`config.mk`:
```
export PLATFORM = sky130hd
export DESIGN_NAME = fetch_unit
export DESIGN_NICKNAME = d
export VERILOG_FILES = /design/src/rtl/fetch_unit.sv
export SDC_FILE = /design/constraint.sdc
export NUM_CORES = 1
export LEC_CHECK = 0
export CAP_MARGIN = 20
export CORE_AREA = 2 2 132 134
export DETAILED_ROUTE_END_ITERATION = 10
export DIE_AREA = 0 0 134 136
export DONT_BUFFER_PORTS = 1
export PLACE_DENSITY_LB_ADDON = 0.08
export SLEW_MARGIN = 5
export SYNTH_ARGS = -nofsm -noshare
export SYNTH_HDL_FRONTEND = slang
export SYNTH_SLANG_ARGS = --single-unit
export TNS_END_PERCENT = 5
```
`constraint.sdc`:
```
create_clock -name clk -period 9.6 [get_ports clk]
set_clock_uncertainty 0.2 [all_clocks]
set_input_delay 1.44 -clock clk [delete_from_list [all_inputs] [get_ports clk]]
set_output_delay 1.44 -clock clk [all_outputs]
set_load 0.005 [all_outputs]
```
`src/rtl/fetch_unit.sv`:
```
// Instruction-fetch stage: owns the PC, issues credit-limited word requests,
// pairs in-order responses with their PCs and buffers them for decode.
module fetch_unit #(
  parameter logic [31:0] RESET_PC  = 32'h0000_0000,
  parameter int unsigned BUF_DEPTH = 2
) (
  input  logic        clk,
  input  logic        rst_n,
  input  logic        redirect_valid,
  input  logic [31:0] redirect_pc,
  output logic        imem_req_valid,
  input  logic        imem_req_ready,
  output logic [31:0] imem_req_addr,
  input  logic        imem_rsp_valid,
  input  logic [31:0] imem_rsp_data,
  output logic        if_valid,
  input  logic        if_ready,
  output logic [31:0] if_instr,
  output logic [31:0] if_pc,
  output logic        misaligned
);

  localparam int unsigned PTR_W = (BUF_DEPTH > 1) ? $clog2(BUF_DEPTH) : 1;
  localparam int unsigned CNT_W = $clog2(BUF_DEPTH + 1);
  localparam int unsigned SUM_W = CNT_W + 1;

  typedef struct packed {
    logic [31:0] pc;
    logic [31:0] instr;
  } fetch_entry_t;

  logic [31:0]      pc_q, pc_d;
  logic [CNT_W-1:0] inflight_q, inflight_d;
  logic [CNT_W-1:0] drop_q, drop_d;
  logic [CNT_W-1:0] buf_cnt_q, buf_cnt_d;
  logic [PTR_W-1:0] pcq_rd_q, pcq_rd_d, pcq_wr_q, pcq_wr_d;
  logic [PTR_W-1:0] buf_rd_q, buf_rd_d, buf_wr_q, buf_wr_d;

  logic [31:0]  pcq_mem [BUF_DEPTH];
  fetch_entry_t buf_mem [BUF_DEPTH];

  logic         req_fire, pop, drop_rsp, push, pcq_push;
  logic         req_valid_d;
  fetch_entry_t push_entry, head_d;

  assign imem_req_addr = pc_q;

  // Next-state: PC, credit counters, queue pointers and next buffer head
  always_comb begin
    req_fire   = imem_req_valid & imem_req_ready;
    pop        = if_valid & if_ready;
    drop_rsp   = imem_rsp_valid & (drop_q != '0);
    push       = imem_rsp_valid & ~redirect_valid & (drop_q == '0);
    pcq_push   = req_fire & ~redirect_valid;
    push_entry = '{pc: pcq_mem[pcq_rd_q], instr: imem_rsp_data};

    pc_d      = pc_q;
    drop_d    = drop_q;
    buf_cnt_d = buf_cnt_q;
    pcq_rd_d  = pcq_rd_q;
    pcq_wr_d  = pcq_wr_q;
    buf_rd_d  = buf_rd_q;
    buf_wr_d  = buf_wr_q;

    // Credits return for every response, kept or dropped
    inflight_d = inflight_q + CNT_W'(req_fire) - CNT_W'(imem_rsp_valid);

    if (redirect_valid) begin
      pc_d      = {redirect_pc[31:2], 2'b00};
      drop_d    = inflight_d;
      buf_cnt_d = '0;
      pcq_rd_d  = '0;
      pcq_wr_d  = '0;
      buf_rd_d  = '0;
      buf_wr_d  = '0;
    end else begin
      if (req_fire) begin
        pc_d     = pc_q + 32'd4;
        pcq_wr_d = pcq_wr_q + PTR_W'(1);
      end
      if (drop_rsp) begin
        drop_d = drop_q - CNT_W'(1);
      end
      if (push) begin
        buf_wr_d = buf_wr_q + PTR_W'(1);
        pcq_rd_d = pcq_rd_q + PTR_W'(1);
      end
      if (pop) begin
        buf_rd_d = buf_rd_q + PTR_W'(1);
      end
      buf_cnt_d = buf_cnt_q + CNT_W'(push) - CNT_W'(pop);
    end

    // The entry being written this cycle becomes the head if it lands at the new read slot
    head_d      = (push && (buf_rd_d == buf_wr_q)) ? push_entry : buf_mem[buf_rd_d];
    req_valid_d = (SUM_W'(inflight_d) + SUM_W'(buf_cnt_d)) < SUM_W'(BUF_DEPTH);
  end

  always_ff @(posedge clk) begin
    if (!rst_n) begin
      pc_q           <= RESET_PC;
      inflight_q     <= '0;
      drop_q         <= '0;
      buf_cnt_q      <= '0;
      pcq_rd_q       <= '0;
      pcq_wr_q       <= '0;
      buf_rd_q       <= '0;
      buf_wr_q       <= '0;
      imem_req_valid <= 1'b0;
      if_valid       <= 1'b0;
      if_instr       <= '0;
      if_pc          <= '0;
      misaligned     <= 1'b0;
    end else begin
      pc_q           <= pc_d;
      inflight_q     <= inflight_d;
      drop_q         <= drop_d;
      buf_cnt_q      <= buf_cnt_d;
      pcq_rd_q       <= pcq_rd_d;
      pcq_wr_q       <= pcq_wr_d;
      buf_rd_q       <= buf_rd_d;
      buf_wr_q       <= buf_wr_d;
      imem_req_valid <= req_valid_d;
      if_valid       <= (buf_cnt_d != '0);
      if_instr       <= head_d.instr;
      if_pc          <= head_d.pc;
      misaligned     <= redirect_valid & (redirect_pc[1:0] != 2'b00);
    end
  end

  // Storage arrays: written only, never reset
  always_ff @(posedge clk) begin
    if (pcq_push) begin
      pcq_mem[pcq_wr_q] <= pc_q;
    end
    if (push) begin
      buf_mem[buf_wr_q] <= push_entry;
    end
  end

  // A response with nothing outstanding is a memory-side protocol error
  always_ff @(posedge clk) begin
    if (rst_n && imem_rsp_valid) begin
      assert (inflight_q != '0);
    end
  end

endmodule
```
After elaboration in Yosys (flattened, before gate mapping)

Memory sizes are Yosys's and may differ from the RTL's. A register that Yosys moved wholly into a read port is not among the register bits.
Index checks and enable logic that the tools add are counted.

Flip-flop bits (word level): 45
Bits in writable memories: 192
Memories: 2

$add $sub $neg: 11
Magnitude comparators: 1
Multiplexer cells: 13
Bitwise operators: 9
Reductions and logical operators: 8

Memory list:

| memory  | depth | bits a word | rd ports | clocked after Yosys merged registers in | write ports | RTL line | RTL |
|---|---|---|---|---|---|---|---|
| buf_mem | 2     | 64          | 1        | 1                                       | 1           | 40       | `fetch_entry_t buf_mem [BUF_DEPTH];` |
| pcq_mem | 2     | 32          | 1        | 1                                       | 1           | 39       | `logic [31:0] pcq_mem [BUF_DEPTH];` |

Operators by type and width:

| cell                    | count |
|---|---|
| $mux W32                | 2 |
| $add A32 B3 Y32 const B | 1 |
| $reduce_bool A2 Y1      | 5 |
| $mux W1                 | 8 |
| $and A1 B1 Y1           | 7 |
| $mux W2                 | 3 |
| $add A1 B1 Y1 const B   | 4 |
| $add A2 B1 Y2           | 2 |
| $sub A2 B1 Y2           | 2 |
| $add A2 B2 Y3           | 1 |
| $lt A3 B2 Y1 const B    | 1 |
| $logic_not A2 Y1        | 1 |
| $not A1 Y1              | 2 |
| $reduce_or A2 Y1        | 1 |
| $sub A2 B1 Y2 const B   | 1 |
| $logic_not A1 Y1        | 1 |

Depth between registers and ports, before layout

Gate-level depths: netlist (run 1).

Depth in word-level cells: 8
Gate-level depth with buffers: 16
Mapped depth without buffers: 14

Worst setup path before layout (run 1)

Ideal clock, no wire load.

Kind: input to register
Start point: input imem_rsp_valid
End point: memory buf_mem[1][0] (netlist name), enable pin
Library setup time: 0.482 ns
Data arrival time: 4.728 ns
Data required time: 8.918 ns
Path slack: 4.190 ns
Stages: 6
Path buffers: 2
Cells stage by stage: nand2_1 -> nor2_1 -> inv_1 -> clkbuf_1 -> buf_1 -> nor2_1

Longest elaborated chain between the ends: 4

RTL lines:

| item                          | RTL line | RTL |
|---|---|---|
| start: declaration            | 14       | `input logic imem_rsp_valid,` |
| $and A1 B1 Y1 (2 in series)   | 53       | `push = imem_rsp_valid & ~redirect_valid & (drop_q == '0);` |
| $mux W1                       | 136      | `if (push) begin` |
| $mux W1 (implied by the code) | 137      | `buf_mem[buf_wr_q] <= push_entry;` |
| end: declaration              | 40       |  |

Every way passes these cells.

Final worst setup path (run 1)

Start point: input imem_rsp_valid
End point: register imem_req_valid

Longest elaborated chain between the ends: 7

RTL lines:

| item                        | RTL line | RTL |
|---|---|---|
| $and A1 B1 Y1 (2 in series) | 53       |  |
| $add A2 B1 Y2               | 91       | `buf_cnt_d = buf_cnt_q + CNT_W'(push) - CNT_W'(pop);` |
| $sub A2 B1 Y2               | 91       |  |
| $mux W2                     | 68       | `if (redirect_valid) begin` |
| $add A2 B2 Y3 (*)           | 96       | `req_valid_d = (SUM_W'(inflight_d) + SUM_W'(buf_cnt_d)) < SUM_W'(BUF_DEPTH);` |
| $lt A3 B2 Y1 (*)            | 96       |  |
| end signal: assignment      | 123      | `imem_req_valid <= req_valid_d;` |
| end: declaration            | 11       | `output logic imem_req_valid,` |

Mark *: on every way between the ends. The rest lies on a longest branch, timed or not.
A chain may end at the register's enable or synchronous reset.

==> results_dict.tcl, run 1 <==
set metrics [dict create \
    status "completed" \
    htree_levels 1 \
    syn_area_per_cell_um2 13.8 \
    synth-async-reset-ratio 0 \
    postCtsResizedCells 0 \
    yosysWarnings 0 \
    fin_crit_sh 0.390 \
    p_leak_uw 0.00402 \
    synth_cells 812 \
    worstMarginPinSlew_ns 1.10 \
    die-area_um2 18200 \
    start_kind "input port" \
    rsz0062_at_grt "false" \
    final_util 0.724 \
    drc_errors 0 \
    tns_ns 0 \
    worstSkewPairLatency_ns 0.51 \
    wire_per_inst_um 21.6 \
    first_pass_iters 5 \
    io_pins 169 \
    fill_cells 1102 \
    syn_area_um2 11200 \
    place.port_buffers 0 \
    path_clk_slew_ns 0.07 \
    crit_fanout 65 \
    ys_ff_latch 290 \
    gp_congestion 0.899 \
    first_iter_violations 465 \
    core_region_area_um2 16900 \
    path_delay_family "adder cells" \
    rows 48 \
    drt_wl_total_mm 22.5 \
    num_antenna_cells 0 \
    cp_cell_sequence "nand2_1, nor2_1, inv_2, buf_4, ha_1, inv_1, ha_1, xor2_1, xnor2_1, nor2_1, inv_1, fa_1, and3_1" \
    powerDensity_nw_per_um2 221 \
    vdd_drop_max_mv 0.124 \
    path_buf_inv 4 \
    min_period_ns 3.74 \
    hold_class "register to register" \
    fmax_ghz 0.267 \
    cp.arrival_ns 3.95 \
    grt_max_degree 100 \
    register_area_um2 7650 \
    yosys_most_used_dff "edfxtp_1" \
    postCtsSetupBuffers 0 \
    cts_root_buffer "clkbuf_16" \
    grt_overflow 0 \
    drv_cap 0 \
    crit_path_end_kind "register" \
    slowest_stage "buf_4" \
    fin_nets 876 \
    final_antenna_net_count 0 \
    crit_type "input port to register" \
    maxSlewViolCount 0 \
    num_vias 6621 \
    crit_required_ns 9.81 \
    clockBufferDepth 3 \
    ys_types 59 \
    cpPeakStageDelay_ns 0.60 \
    seq_area_frac_synth 0.680 \
    cts_buffers 27 \
    drt-vias-per-instance 6.34 \
    multiInputGateArea_um2 3340 \
    dieHeight_um 136 \
    antenna_found_initial 0 \
    hold_violations 0 \
    dpl.hpwl_mm 13.6 \
    area_growth_syn_to_layout_pct 8.73 \
    grt_use_total 0.244 \
    layout-drive-gt1-share 0.121 \
    cts_tree "yes" \
    start_util 0.666 \
    grt_first_pass_wirelength_mm 35.3 \
    synth-edff-count 184 \
    hold_buffers 0 \
    die_x_um 134 \
    slew_headroom 0.264 \
    grt_pass1_vias 6430 \
    clock_sinks 290 \
    setup_viol 0 \
]
worst reg2reg max path: cells and delay by family, from the launching register on:
family        cells  cell delay (ns)
fa+ha+maj         4             1.15
buf+inv           5             0.86
simple gates      4             0.54
flops             1             0.35
xor+xnor          2             0.25
per-layer routing:
layer | GRT usage | share of wire | vias up
met5 | 0 | 0 | -
met3 | 0.0511 | 0.085 | 37
met4 | 0.0709 | 0.020 | 0
met1 | 0.339 | 0.42 | 3213
li1 | - | - | 3093
met2 | 0.396 | 0.47 | 278
through the flow:
step | instance area (um^2) | total power, uW | hold WS, ns | std cells | setup slack (ns)
4_1_cts | 12200 | 2720 | 0.334 | 1043 | 5.87
2_1_floorplan | 11300 | 1680 | 0.272 | 815 | 4.19
5_1_grt | 12200 | 2800 | 0.359 | 1044 | 5.67
3_5_place_dp | 11400 | 1740 | 0.316 | 994 | 5.32
6_report | 12200 | 2700 | 0.334 | 1044 | 5.86
3_3_place_gp | 11400 | 1730 | 0.292 | 994 | 5.39
cell usage in the layout (no fill, tap or decap), types with 19 or more instances in the layout:
cell,n
o31ai_1,68
clkbuf_16,27
a21oi_1,72
mux2_2,30
nand2_1,26
dfxtp_1,106
edfxtp_1,184
mux2i_1,64
o21ai_0,22
nor2_1,19
path summary, 6_finish.rpt:
check / slack [ns] / cells past startpoint / end / startpoint
min: 0.33 / 2 / register / pcq_rd_q
max reg2reg: 6.15 / 15 / imem_req_valid / drop_q[0]
min reg2reg: 0.33 / 2 / register / pcq_rd_q
max: 5.86 / 13 / imem_req_valid / imem_rsp_valid
registers in the layout, summed over array words and instances (netlist names), named ones only:
signal          count
buf_mem           124
pcq_mem            60
if_instr           32
if_pc              30
imem_req_addr      30
buf_cnt_q           2
drop_q              2
inflight_q          2
buf_rd_q            1
buf_wr_q            1
if_valid            1
imem_req_valid      1
misaligned          1
pcq_rd_q            1
pcq_wr_q            1
layout make-up:
cell class | count | area share
timing repair buffer | 11 | 0.00655
multi-input combinational | 457 | 0.273
sequential | 290 | 0.625
clock buffer | 40 | 0.0642
clock inverter | 9 | 0.00368
tap | 225 | 0.0230
inverter | 12 | 0.00368
cells in the mapped netlist (all sizes together) (10+ instances only):
master / number / area (um^2)
nor2: 21 / 78.8
clkbuf: 42 / 168
edfxtp: 184 / 5530
buf: 13 / 80.1
o21ai: 22 / 110
a21oi: 73 / 365
mux2i: 64 / 641
dfxtp: 106 / 2120
nand3: 15 / 75.1
o31ai: 68 / 510
xnor2: 12 / 105
nand4: 10 / 75.1
inv: 12 / 45.0
mux2: 30 / 338
nand2: 26 / 97.6
power breakdown:
group          switching, uW  internal, uW
Clock                    423           563
Sequential              62.0          1430
Combinational            144          83.0
Total                    629          2070
cell families (layout without fill, tap and decap cells):
| kind of cell | count (synthesis) | count (layout) | share of synthesized area |
|---|---|---|---|
| xor gates and xnor gates | 20 | 20 | 0.0168 |
| buffers and inverters | 68 | 72 | 0.0271 |
| other | 1 | 4 | 0.000333 |
| muxes | 94 | 94 | 0.0870 |
| and+or+nand+nor | 133 | 133 | 0.0671 |
| AOI/OAI and AO/OA | 199 | 199 | 0.113 |
| adders and majority gates | 7 | 7 | 0.00846 |
| DFF | 290 | 290 | 0.680 |
(Power assumes the default switching activity.)
==> run 2: changes to the inputs <==
- CORE_AREA: 2 2 132 134 -> 2 2 144 146
- DIE_AREA: 0 0 134 136 -> 0 0 146 148
- clock period: 9.6 -> 3.4 ns (I/O delays scaled with it)
==> run 2 against run 1 <==
Effect of this change: cell area increased by 7.5%; highest routed layer unchanged; global-route usage decreased by 1.9 points; cell count rose by 11%; sequential cell count is the same; sequential power rose to 2.8 times the previous value; via count is 4.1% higher; wire length is 10% higher; count of clock-buffer cells in the layout increased by 7; non-clock buffer count up 62; power grew to 3.0 times the previous value; utilization fell by 6.9 points; register-to-register slack worse by 5.7 ns.
==> results_dict.tcl, run 2 (same netlist as run 1, synthesis figures left out) <==
set metrics [dict create \
    status "completed" \
    htree_levels 1 \
    num_vias 6891 \
    worstMarginPinSlew_ns 1.03 \
    start_util 0.561 \
    cts_root_buffer "clkbuf_16" \
    rsz0062_at_grt "false" \
    vdd_drop_max_mv 0.385 \
    worstSkewPairLatency_ns 0.53 \
    place.port_buffers 0 \
    start_kind "register" \
    r2r-end "imem_req_valid" \
    clockBufferDepth 3 \
    p_leak_uw 0.00438 \
    mostFrequentLayoutCell "edfxtp_1" \
    die-area_um2 21600 \
    grt_first_pass_wirelength_mm 39.1 \
    drc_errors 0 \
    mostFrequentLayoutCells "edfxtp_1 (184), dfxtp_1 (106), a21oi_1 (72)" \
    top_regs "buf_mem x124, pcq_mem x60, if_instr x32" \
    wire_per_inst_um 21.5 \
    antenna_found_initial 0 \
    top_register "buf_mem" \
    drt-vias-per-instance 5.97 \
    grt_max_degree 94 \
    min_period_ns 2.94 \
    crit_required_ns 3.62 \
    hold_ws_ns 0.0181 \
    first_pass_iters 5 \
    cp.arrival_ns 3.16 \
    final_cells 1155 \
    cts_tree "yes" \
    slew_headroom 0.312 \
    hold-path-cell-count 2 \
    powerDensity_nw_per_um2 624 \
    postCtsSetupBuffers 0 \
    worstReg2RegStart "drop_q[0]" \
    dpl.hpwl_mm 14.5 \
    first_iter_violations 428 \
    maxSlewViolCount 0 \
    grt_use_total 0.226 \
    crit_type "register to register" \
    gp_congestion 0.878 \
    layout-drive-gt1-share 0.122 \
    largest_reg_flops 124 \
    setup_slack_ns 0.457 \
    setup_viol 0 \
    drv_cap 0 \
    hold_class "input port to register" \
    cts_buffers 29 \
    fin_crit_sh 0.866 \
    crit_fanout 4 \
    tns_ns 0 \
    hold_violations 0 \
    clock_sinks 290 \
    rrSetupSlack_ns 0.46 \
    dieHeight_um 148 \
    hold_start "redirect_pc[21]" \
    rows 52 \
    io_pins 169 \
    crit_path_end_kind "register" \
    num_antenna_cells 0 \
    reg2reg_depth 14 \
    final_util 0.656 \
    place_inst 1045 \
    fmax_ghz 0.340 \
    fin_nets 940 \
    hold-path-endpoint "imem_req_addr[21]" \
    area_growth_syn_to_layout_pct 16.8 \
    grt_overflow 0 \
    dp_slack_ns 0.461 \
    path_clk_slew_ns 0.06 \
    core_region_area_um2 20000 \
    die_x_um 146 \
    final_antenna_net_count 0 \
    grt_pass1_vias 7028 \
    drt_wl_total_mm 24.9 \
]
-- run 2: changes by cell type in the layout (fill, tap and decap cells not counted), sizes merged --
cell         before  now
dlygate4sd3       0   56
buf              10   17
clkinvlp          1    0
inv              12   13
clkinv            8    2
bufinv            0    3
clkbuf           41   47
-- run 2: per-layer routing --
metal | part of all wire | up-vias | global-route usage | routed length (um)
li1 | - | 3224 | - | -
met4 | 0.020 | 0 | 0.0539 | 505
met3 | 0.077 | 43 | 0.0565 | 1920
met5 | 0 | - | 0 | 0
met1 | 0.43 | 3356 | 0.303 | 10600
met2 | 0.48 | 268 | 0.375 | 11800
-- run 2: what timing repair did --
item                      CTS  global route
hold buffers               55             2
resized for setup           0             0
hold endpoints to repair  162             2
-- run 2: worst max-delay path, stage by stage, from the launching register on --
cell,delay [ns]
dfxtp_1,0.32
inv_1,0.06
ha_1,0.16
nand2_1,0.10
nor2_1,0.26
inv_2,0.13
ha_1,0.29
inv_1,0.04
ha_1,0.17
xor2_1,0.15
xnor2_1,0.12
nor2_1,0.16
inv_1,0.08
fa_1,0.45
and3_1,0.15
-- run 2: worst max path at each step --
| stage | end | cells after the start | startpoint |
|---|---|---|---|
| floorplan | pcq_mem[1][10] | 3 | redirect_valid |
| global placement | imem_req_valid | 14 | drop_q[0] |
| detailed placement | imem_req_valid | 14 | drop_q[0] |
| CTS | imem_req_valid | 14 | drop_q[0] |
| global route | imem_req_valid | 14 | drop_q[0] |
| finish | imem_req_valid | 14 | drop_q[0] |
-- run 2: final cells by class --
type / instances / area [um^2]
multi-input combinational: 457 / 3340
clock inverter: 6 / 109
tap: 270 / 338
fill: 1502 / 6900
sequential: 290 / 7650
clock buffer: 47 / 873
timing repair buffer: 73 / 783
inverter: 12 / 45.0
-- run 2: report_power, final --
group / switching [uW] / total (uW) / internal, uW
registers: 179 / 4210 / 4030
clock network: 1260 / 3230 / 1970
logic: 457 / 755 / 298
total: 1890 / 8190 / 6300
-- run 2: metrics by stage --
stage / power [uW] / instance area, um^2
floorplan: 4730 / 11300
global placement: 4920 / 11600
detailed placement: 4950 / 11600
CTS: 8250 / 13100
global route: 8500 / 13100
finish: 8190 / 13100
==> run 3: changes to the inputs <==
- ABC_AREA: not set -> 1
- CORE_AREA: 2 2 144 146 -> 2 2 148 150
- DIE_AREA: 0 0 146 148 -> 0 0 150 152
==> run 3 against run 2 <==
Effect of this change: setup slack worse by 0.020 ns; via count grew 20%; global-route usage is 0.63 points higher; wire length increased by 6.3%; power is 0.71% higher; combinational power rose by 5.7%; utilization is 2.1 points lower; sequential cell count is the same; synthesized cell count rose by 53%; largest cell class unchanged; largest power group unchanged; highest routed layer unchanged.
==> results_dict.tcl, run 3 <==
set metrics [dict create \
    cts_root_buffer "clkbuf_16" \
    hold_start "redirect_pc[12]" \
    first_iter_violations 510 \
    synth-edff-count 184 \
    seq_area_frac_synth 0.642 \
    p_leak_uw 0.00531 \
    fin_nets 1356 \
    area_growth_syn_to_layout_pct 13.8 \
    yosysMostFrequentCell "nand2_1" \
    rows 54 \
    drt-vias-per-instance 5.24 \
    die_x_um 150 \
    hold_ws_ns 0.0169 \
    dieHeight_um 152 \
    path_buf_inv 4 \
    cpMostUsedCell "inv_1" \
    powerDensity_nw_per_um2 609 \
    vdd_drop_max_mv 0.359 \
    ys_types 37 \
    grt_overflow 0 \
    io_pins 169 \
    num_antenna_cells 0 \
    postCtsSetupBuffers 0 \
    place.port_buffers 0 \
    yosysWarnings 0 \
    dpl.hpwl_mm 15.2 \
    crit_required_ns 3.62 \
    cpPeakStageDelay_ns 0.58 \
    grt_use_total 0.232 \
    fill_cells 1744 \
    slew_headroom 0.501 \
    clock_sinks 290 \
    hold_class "input port to register" \
    tns_ns 0 \
    synth-async-reset-ratio 0 \
    hold_buffers 47 \
    drv_cap 0 \
    num_vias 8296 \
    register_area_um2 7650 \
    final_antenna_net_count 0 \
    cp_cell_sequence "dlygate4sd3_1, nand2_1, nor2_1, inv_1, ha_1, inv_1, ha_1, inv_1, or2_2, nand3_1, fa_1, nand2_1, nor2_1" \
    core_region_area_um2 21400 \
    min_period_ns 2.96 \
    setup_viol 0 \
    synth_cells 1243 \
    grt_pass1_vias 7961 \
    slowest_stage "dlygate4sd3_1" \
    fin_crit_sh 0.872 \
    largest_reg_flops 124 \
    wire_per_inst_um 16.7 \
    synth_top_area_frac 0.464 \
    cts_buffers 30 \
    cp.arrival_ns 3.18 \
    syn_area_um2 11900 \
    syn_area_per_cell_um2 9.58 \
    drc_errors 0 \
    fmax_ghz 0.337 \
    worstSkewPairLatency_ns 0.54 \
    gp_congestion 0.895 \
    crit_type "input port to register" \
    clockBufferDepth 3 \
    cts_tree "yes" \
    maxSlewViolCount 0 \
    rsz0062_at_grt "false" \
    yosysTopAreaCell "edfxtp_1" \
    mostFrequentLayoutCells "nand2_1 (299), edfxtp_1 (184), nor2_1 (173)" \
    top_regs "buf_mem x124, pcq_mem x60, if_instr x32" \
    first_pass_iters 5 \
    start_kind "input port" \
    worstMarginPinSlew_ns 0.745 \
    yosys_most_used_dff "edfxtp_1" \
    grt_first_pass_wirelength_mm 41.9 \
    status "completed" \
    layout-drive-gt1-share 0.0737 \
    crit_path_end_kind "register" \
    synth_top_cells_by_count "nand2_1 (299), edfxtp_1 (184), nor2_1 (177)" \
    grt_max_degree 69 \
    critPathLaunch "imem_rsp_valid" \
    postCtsResizedCells 0 \
    path_clk_slew_ns 0.06 \
    die-area_um2 22800 \
    multiInputGateArea_um2 3500 \
    path_delay_family "simple AND/OR/NAND/NOR gates" \
    antenna_found_initial 0 \
    worstReg2RegStart "drop_q[0]" \
    start_util 0.558 \
    top_register "buf_mem" \
    mostFrequentLayoutCell "nand2_1" \
    hold_violations 0 \
    htree_levels 1 \
    synth_area_leaders "edfxtp_1 (46%), dfxtp_1 (18%), nand2_1 (9.4%)" \
    total_power_uw 8250 \
    crit_fanout 4 \
    drt_wl_total_mm 26.4 \
    ys_ff_latch 290 \
]
==> run 3: power by group <==
part | total [uW] | switching [uW] | leakage [uW] | internal, uW
clock network | 3270 | 1300 | 0.000499 | 1970
logic | 798 | 547 | 0.00225 | 251
registers | 4180 | 150 | 0.00256 | 4030
==> run 3: per-stage QoR <==
stage          instance area [um^2]  setup slack [ns]  cells   util
6_report                      13600             0.437   1583  0.635
5_1_grt                       13600             0.210   1583  0.635
4_1_cts                       13600             0.423   1583  0.635
3_5_place_dp                  12100             0.474   1480  0.565
3_3_place_gp                  12100             0.577   1480  0.565
2_1_floorplan                 11900            -0.829   1246      -
==> run 3: logic make-up after synthesis <==
kind of cell,count (synthesis),synth area share
xor+xnor,13,0.00956
flops,290,0.642
compound gates,160,0.0707
mux,1,0.000840
other cells,1,0.000315
fa+ha+maj,7,0.00798
simple gates,589,0.202
buf+inv,182,0.0668
==> run 3: layout make-up <==
cell class / instances / share of cell area
flip-flops and latches: 290 / 0.564
multi-input cells: 774 / 0.258
clock buffers: 40 / 0.0627
repair buffers: 60 / 0.0432
inverters: 123 / 0.0346
well taps: 280 / 0.0258
clock inverters: 16 / 0.0114
==> run 3: worst reg2reg max path: stages, from the launching register on <==
cell	delay (ns)
dfxtp_1	0.31
inv_1	0.05
ha_1	0.16
nand2_1	0.10
nor2_1	0.27
inv_1	0.19
ha_1	0.32
inv_1	0.07
ha_1	0.14
inv_1	0.05
or2_2	0.28
nand3_1	0.14
fa_1	0.43
nand2_1	0.06
nor2_1	0.04
==> run 3: worst paths after layout <==
check                           cells after the start  slack [ns]           endpoint
worst max register to register                     14        0.47     imem_req_valid
worst min register to register                      2        0.27           pcq_wr_q
worst min-delay path                                4        0.02  imem_req_addr[12]
worst max-delay path                               13        0.44     imem_req_valid
==> run 3: metal layers <==
| layer | global-route usage | share of wire | vias up |
|---|---|---|---|
| met5 | 0 | 0 | - |
| met4 | 0.0597 | 0.020 | 0 |
| met3 | 0.0447 | 0.076 | 38 |
| met2 | 0.389 | 0.48 | 268 |
| met1 | 0.312 | 0.43 | 3854 |
| li1 | - | - | 4136 |
